===== config.mk =====
export PLATFORM = sky130hd
export DESIGN_NAME = dmem_access_ctrl
export DESIGN_NICKNAME = d
export VERILOG_FILES = /design/src/rtl/dmem_pkg.sv /design/src/rtl/dmem_store_lane_align.sv /design/src/rtl/dmem_access_ctrl.sv
export SDC_FILE = /design/constraint.sdc
export NUM_CORES = 1
export LEC_CHECK = 0
export CAP_MARGIN = 20
export CORE_MARGIN = 2
export CORE_UTILIZATION = 30
export DETAILED_ROUTE_END_ITERATION = 10
export PLACE_DENSITY = 0.81
export SLEW_MARGIN = 40
export SYNTH_ARGS = -nofsm -noshare
export SYNTH_HDL_FRONTEND = slang
export SYNTH_HIERARCHICAL = 1
export SYNTH_SLANG_ARGS = --single-unit

===== constraint.sdc =====
create_clock -name clk -period 2.4 [get_ports clk]
set_clock_uncertainty 0.1 [all_clocks]
set_input_delay 0.48 -clock clk [delete_from_list [all_inputs] [get_ports clk]]
set_output_delay 0.48 -clock clk [all_outputs]
set_load 0.02 [all_outputs]

===== src/rtl/dmem_pkg.sv =====
// rtl/dmem_pkg.sv - shared encodings for the data-memory access controller
package dmem_pkg;

    localparam logic [2:0] ACC_WORD = 3'b000;
    localparam logic [2:0] ACC_BYTE = 3'b001;
    localparam logic [2:0] ACC_HALF = 3'b010;

    typedef enum logic [1:0] {
        IDLE = 2'd0,
        WAIT = 2'd1,
        DONE = 2'd2
    } dmem_state_t;

endpackage


===== src/rtl/dmem_store_lane_align.sv =====
// rtl/dmem_store_lane_align.sv - store byte-enable and lane replication
module store_lane_align
    import dmem_pkg::*;
(
    input  logic [1:0]  addr_lo_i,
    input  logic [1:0]  acc_i,
    input  logic [31:0] data_i,
    output logic [3:0]  we_o,
    output logic [31:0] wdata_o
);

    // Encoding 11 falls through to the word default.
    always_comb begin
        we_o    = 4'b1111;
        wdata_o = data_i;
        if (acc_i == ACC_BYTE[1:0]) begin
            we_o    = 4'b0001 << addr_lo_i;
            wdata_o = {4{data_i[7:0]}};
        end else if (acc_i == ACC_HALF[1:0]) begin
            we_o    = addr_lo_i[1] ? 4'b1100 : 4'b0011;
            wdata_o = {2{data_i[15:0]}};
        end
    end

endmodule


===== src/rtl/dmem_access_ctrl.sv =====
// rtl/dmem_access_ctrl.sv - M-stage load/store controller for the data BRAM
module dmem_access_ctrl
    import dmem_pkg::*;
#(
    parameter int ADDR_W = 10,
    parameter int RD_LAT = 1
) (
    input  logic              clk,
    input  logic              reset,
    input  logic              MemReq,
    input  logic              MemWrite,
    input  logic [31:0]       ALUResult,
    input  logic [31:0]       WriteData,
    input  logic [2:0]        ByteAccess,
    output logic              Stall,
    output logic              Misaligned,
    output logic              Bram_en,
    output logic [3:0]        Bram_we,
    output logic [ADDR_W-1:0] Bram_addr,
    output logic [31:0]       Bram_wdata,
    input  logic [31:0]       Bram_rdata,
    output logic              RspValid,
    output logic [31:0]       ReadData_b,
    output logic [1:0]        RspAddrLo,
    output logic [2:0]        RspByteAccess
);

    localparam logic [1:0] WAIT_LAST = 2'((RD_LAT > 1) ? RD_LAT - 2 : 0);

    dmem_state_t       state_q, state_d;
    logic [1:0]        cnt_q, cnt_d;
    logic [ADDR_W-1:0] addr_q, addr_d;
    logic [1:0]        addr_lo_q, addr_lo_d;
    logic [2:0]        bacc_q, bacc_d;
    logic [31:0]       hold_q, hold_d;

    logic [ADDR_W-1:0] req_addr;
    logic              is_byte, is_half, misaligned_req;
    logic [3:0]        lane_we;
    logic [31:0]       lane_wdata;
    logic              unused_hi;

    // Upper address bits are dropped so accesses wrap modulo the BRAM size.
    assign req_addr  = ALUResult[ADDR_W+1:2];
    assign unused_hi = ^ALUResult[31:ADDR_W+2];

    assign is_byte        = (ByteAccess[1:0] == ACC_BYTE[1:0]);
    assign is_half        = (ByteAccess[1:0] == ACC_HALF[1:0]);
    assign misaligned_req = is_half ? ALUResult[0]
                                    : (!is_byte && (ALUResult[1:0] != 2'b00));

    assign RspAddrLo     = addr_lo_q;
    assign RspByteAccess = bacc_q;

    store_lane_align u_align (
        .addr_lo_i (ALUResult[1:0]),
        .acc_i     (ByteAccess[1:0]),
        .data_i    (WriteData),
        .we_o      (lane_we),
        .wdata_o   (lane_wdata)
    );

    always_comb begin
        state_d    = state_q;
        cnt_d      = cnt_q;
        addr_d     = addr_q;
        addr_lo_d  = addr_lo_q;
        bacc_d     = bacc_q;
        hold_d     = hold_q;
        Stall      = 1'b0;
        Misaligned = 1'b0;
        Bram_en    = 1'b0;
        Bram_we    = 4'b0000;
        Bram_addr  = '0;
        Bram_wdata = '0;
        RspValid   = 1'b0;
        ReadData_b = hold_q;
        case (state_q)
            IDLE: begin
                if (MemReq && !reset) begin
                    if (misaligned_req) begin
                        Misaligned = 1'b1;
                    end else if (MemWrite) begin
                        Bram_en    = 1'b1;
                        Bram_we    = lane_we;
                        Bram_addr  = req_addr;
                        Bram_wdata = lane_wdata;
                    end else begin
                        Bram_en   = 1'b1;
                        Bram_addr = req_addr;
                        Stall     = 1'b1;
                        addr_d    = req_addr;
                        addr_lo_d = ALUResult[1:0];
                        bacc_d    = ByteAccess;
                        cnt_d     = '0;
                        state_d   = (RD_LAT > 1) ? WAIT : DONE;
                    end
                end
            end
            WAIT: begin
                Stall     = 1'b1;
                Bram_en   = 1'b1;
                Bram_addr = addr_q;
                cnt_d     = cnt_q + 2'd1;
                if (cnt_q == WAIT_LAST) begin
                    state_d = DONE;
                end
            end
            DONE: begin
                // The BRAM port stays idle here: the instruction leaves M this cycle.
                RspValid   = 1'b1;
                ReadData_b = Bram_rdata;
                hold_d     = Bram_rdata;
                state_d    = IDLE;
            end
            default: state_d = IDLE;
        endcase
    end

    always_ff @(posedge clk or posedge reset) begin
        if (reset) begin
            state_q   <= IDLE;
            cnt_q     <= '0;
            addr_q    <= '0;
            addr_lo_q <= '0;
            bacc_q    <= '0;
            hold_q    <= '0;
        end else begin
            state_q   <= state_d;
            cnt_q     <= cnt_d;
            addr_q    <= addr_d;
            addr_lo_q <= addr_lo_d;
            bacc_q    <= bacc_d;
            hold_q    <= hold_d;
        end
    end

endmodule


# Word level (Yosys, flattened, before mapping)
# Index checks and enable logic that the tools add are counted.
# op_classes
addsub	1
eq_ne	8
shift	1
n_mux	38
n_bitwise	2
reduce_logical	11
# ops
op	count
$mux W32	7
$mux W4	7
$mux W10	2
$pmux W10 S2	1
$mux W2	7
$reduce_and A4 Y1	3
$mux W1	10
$ne A2 B2 Y1 const B	4
$pmux W2 S2	2
$eq A2 B1 Y1 const B	2
$eq A2 B2 Y1 const B	2
$logic_not A2 Y1	2
$pmux W1 S2	2
$reduce_bool A2 Y1	2
$shl A1 B2 Y4 const A	1
$add A2 B1 Y2 const B	1
$logic_and A1 B1 Y1	2
$logic_not A1 Y1	2
$not A1 Y1	2
# totals
regBits	51
in_bits	103

# Longest topological paths before layout
# depth
depth_word	7
mapped_depth	5
ltp_nobuf	3

# By module
# The synthesis kept the hierarchy.
# by_module_without_submodules
mod	n_inst	cells_each	area_per_inst_um2	seq_area_each_um2
dmem_access_ctrl	1	143	1825.5	950.9
store_lane_align	1	64	638.1	0.0

# Worst setup path after synthesis
# OpenSTA, ideal clock, no wires.
# synth_path
path_kind	reg-to-output
from	register state_q[1]
to	output port Bram_addr[0]
arrival_ns	1.825
required_ns	1.820
slack_ns	-0.005
path_stages_with_launch	6
n_path_buf	2
cell_sequence	dfrtp_1 > buf_6 > or3b_4 > a31oi_1 > clkbuf_1 > and2_1
# synth_between
elab_chain_cells	2
word_cells_on_any_way	3
classes_between	eq/ne (1); mux (1); reduce/logical (1)
# synth_lines
item	line	text
start, declared	dmem_access_ctrl.sv:30	dmem_state_t state_q, state_d;
start signal, assigned	dmem_access_ctrl.sv:129	state_q <= state_d;
$eq A2 B1 Y1 or $logic_not A2 Y1 (tied branches)	dmem_access_ctrl.sv:78	case (state_q)
$pmux W10 S2 (*)	dmem_access_ctrl.sv:78	
end, declared	dmem_access_ctrl.sv:19	output logic [ADDR_W-1:0] Bram_addr,
# Mark *: on every way between the ends. The rest lies on a longest branch, timed or not.

# Worst setup path after layout
# layout_path
from	register state_q[1]
to	output port Bram_addr[5]
# Same word-level chain as after synthesis.

==> results.md <==
* Outcome: complete, but fails checks
* Violated checks: setup timing
* Setup TNS at -8.87 ns
* Minimum clock period at 2.59 ns
* Final WS setup at -0.187 ns
* Max Buffers Root-to-Sink at 2
* Drt total wl at 7.73 mm
* Pre-CTS WS at -0.931 ns
* CTS tree: yes
* Antenna violations before repair at 0
* Most common cell after layout, fill and taps aside: clkdlybuf4s50_1
* Largest net degree at the start of global routing at 35
* Synth Cell Area at 0.00246 mm2
* M1 WL at about 2.9 mm
* Crit-path slowest cell: or3b_4
* Max_cap viols at 0
* Avg Synthesized Cell Area at 11.9 um2
* Core ar. at 0.00809 mm2
* Initial detailed-routing violation count at 41
* Root Buffer: clkbuf_8
* Initial Utilization at between 30 and 40%
* P per Cell Area at 550 mW/mm2
* Clk slew on worst S/H paths at 0.08 ns
* Initial DRT Pass Iterations at 4
* HPWL after DPL at 5.69 mm
* Slowest stage delay, CP at approximately 0.43 ns
* Rows at 33
* DR vias at 2231
* Worst-margin pin slew at 0.475 ns
* H-tree depth at 2
* CP required at 1.82 ns
* #FFs+latches synth at 38
* Buf+Inv Stages, Crit Path at 5
* Routed wl met2 at 3.84 mm
* Comb pwr share at 44.8%
* Crit path kind: reg -> out
* Startpoint Class: flop
* Switching share of power at 29.5%
* Fmax at 387 MHz
* Worst hold path type: in -> async
* Clock power share at 23.9%
* Die height at roughly 95 um
* CP max FO at 5
* Seq/Total Area, Yosys at 38.6%
* Area Growth Syn to Fin at 97.7%
* Diodes inserted at 0
* Asr flop ratio synth at 100%
* Worst-Skew Late Latency at between 0.2 and 0.3 ns
* First-pass GRT wire length at 11.6 mm
* Cells along the critical path: or3b_4 -> buf_4 -> buf_6 -> a31oi_4 -> buf_6 -> buf_4 -> and2_4 -> buf_6
* RSZ-0062 raised after global routing: yes
* Total power at 2680 uW
* Slew headroom at 68.3%
* RD Place Congestion at ~0.77
* Die W at approximately 95 um
* Max IR drop VDD at 0.292 mV
* Seq pwr share at 31.3%
* Most used cell, CP: buf_6
* Switching pwr at 789 uW
* Pint at 1890 uW
* Quantity of I/O buffers inserted on ports at 169
* Crit-path leading delay family: buffers and inverters
* Most frequent cells in the layout: clkdlybuf4s50_1, buf_6, and2_4
* Top-level I/O count at 190
* Num CTS Buffers at 5
* Crit end category: primary output
* Total track usage at 16.7%
* Clock sink count at 38
* Global route total overflow at 0
* Syn_nets at 310
* Nets at approximately 500
* Synth Instances at about 210
* Metal3 WL at 942 um
* Post-synth EDFFs at 0
* P_leak at approximately 0.0022 uW
* Period utilization at 108%
* Cell variety after synth at 26
* Yosys warns at 6
* Die ar. at 0.00895 mm2
* DRC at 0
* Vias per cell at 4.45
* Layout cells sized above 1 at 49.0%
* Final hold violation count at 0
* Highest metal used: met4
* Top_reg_cell synth: dfrtp_1
* Vias in the first global route at 2328
* Slew Viols, Final at 0
* Final setup viols at 79
* Avg WL per Cell at ~15 um
* Crit path DAT at 2.01 ns
* Post-route ant nets at 0
power groups by stage:
stage | sequential (uW) | clock [uW] | combinational [uW]
final | 838 | 640 | 1200
after global routing | 855 | 696 | 1270
after CTS | 840 | 655 | 1200
after detailed placement | 853 | 0 | 1150
after global placement | 843 | 0 | 1130
after floorplan | 867 | 0 | 560
Yosys cell counts (2+ instances only):
library cell	n	area [um2]
mux2_1	6	67.6
buf_4	11	82.6
a21oi_1	4	20.0
and2_1	46	288
nand2b_1	3	18.8
mux2_2	34	383
mux2_4	13	195
or2_2	2	12.5
clkbuf_1	4	15.0
inv_1	4	15.0
buf_6	3	33.8
dfrtp_1	38	951
clkbuf_2	3	15.0
mux2i_1	24	240
stage by stage:
stage,hold WS [ns],std cells,instance area (um2),util (%)
detailed placement,0.386,480,4340,53.6
global placement,0.379,480,4340,53.6
global route,0.103,501,4870,60.2
finish,0.0643,501,4870,60.2
CTS,0.0663,500,4800,59.4
floorplan,0.460,207,2500,-
sequential cells by signal (all words and copies together) (netlist names):
name / count
RspAddrLo: 2
RspByteAccess: 3
hold_q: 32
state_q: 1
repair_timing:
| action | 4_1_cts | 5_1_grt |
|---|---|---|
| endpoints found under the setup margin | 81 | 79 |
| cloned | 6 | 1 |
| setup buffers | 6 | 1 |
| pin swaps | 13 | 8 |
| hold buffers | 0 | 0 |
| resized for setup | 348 | 22 |
path summary, 6_finish.rpt:
kind	startpoint	to	slack, ns	depth (start not counted)
setup / recovery	state_q[1]$_DFFE_PP0P_	Bram_addr[5]	-0.19	8
setup reg to reg	state_q[1]$_DFFE_PP0P_	RspByteAccess[2]$_DFFE_PP0P_	0.33	6
hold reg to reg	hold_q[21]$_DFF_PP0_	hold_q[21]$_DFF_PP0_	0.40	1
max in group asynchronous	reset	hold_q[0]$_DFF_PP0_	1.48	3
min in group clk	hold_q[21]$_DFF_PP0_	hold_q[21]$_DFF_PP0_	0.40	1
hold / removal	reset	RspByteAccess[2]$_DFFE_PP0P_	0.06	2
layout make-up:
type | instances | area (um2)
inverters | 4 | 15.0
clock buffers | 5 | 68.8
clock inverters | 3 | 68.8
repair buffers | 202 | 2150
well taps | 105 | 131
flip-flops and latches | 38 | 951
fillers | 663 | 3220
multi-input cells | 144 | 1490
cell families (layout without fill, tap and decap cells):
kind of cell | after synthesis | count (layout) | share of synthesized area [%]
buf+inv | 25 | 214 | 6.55
mux | 77 | 77 | 36.0
flops | 38 | 38 | 38.6
xor+xnor | 1 | 1 | 1.12
simple gates | 59 | 59 | 15.2
compound gates | 7 | 7 | 2.54
metal layers:
layer	global-route usage, %	vias up
met1	18.3	1030
met3	6.94	5
met5	0	-
met2	30.1	122
met4	3.26	0
li1	-	1074
worst register-to-register path: cells and delay by family (launching register included):
family / cells / cell delay [ns]
buf+inv: 3 / 0.45
simple gates: 1 / 0.43
flops: 1 / 0.39
compound gates: 1 / 0.30
mux: 1 / 0.29
(Power assumes the default switching activity.)
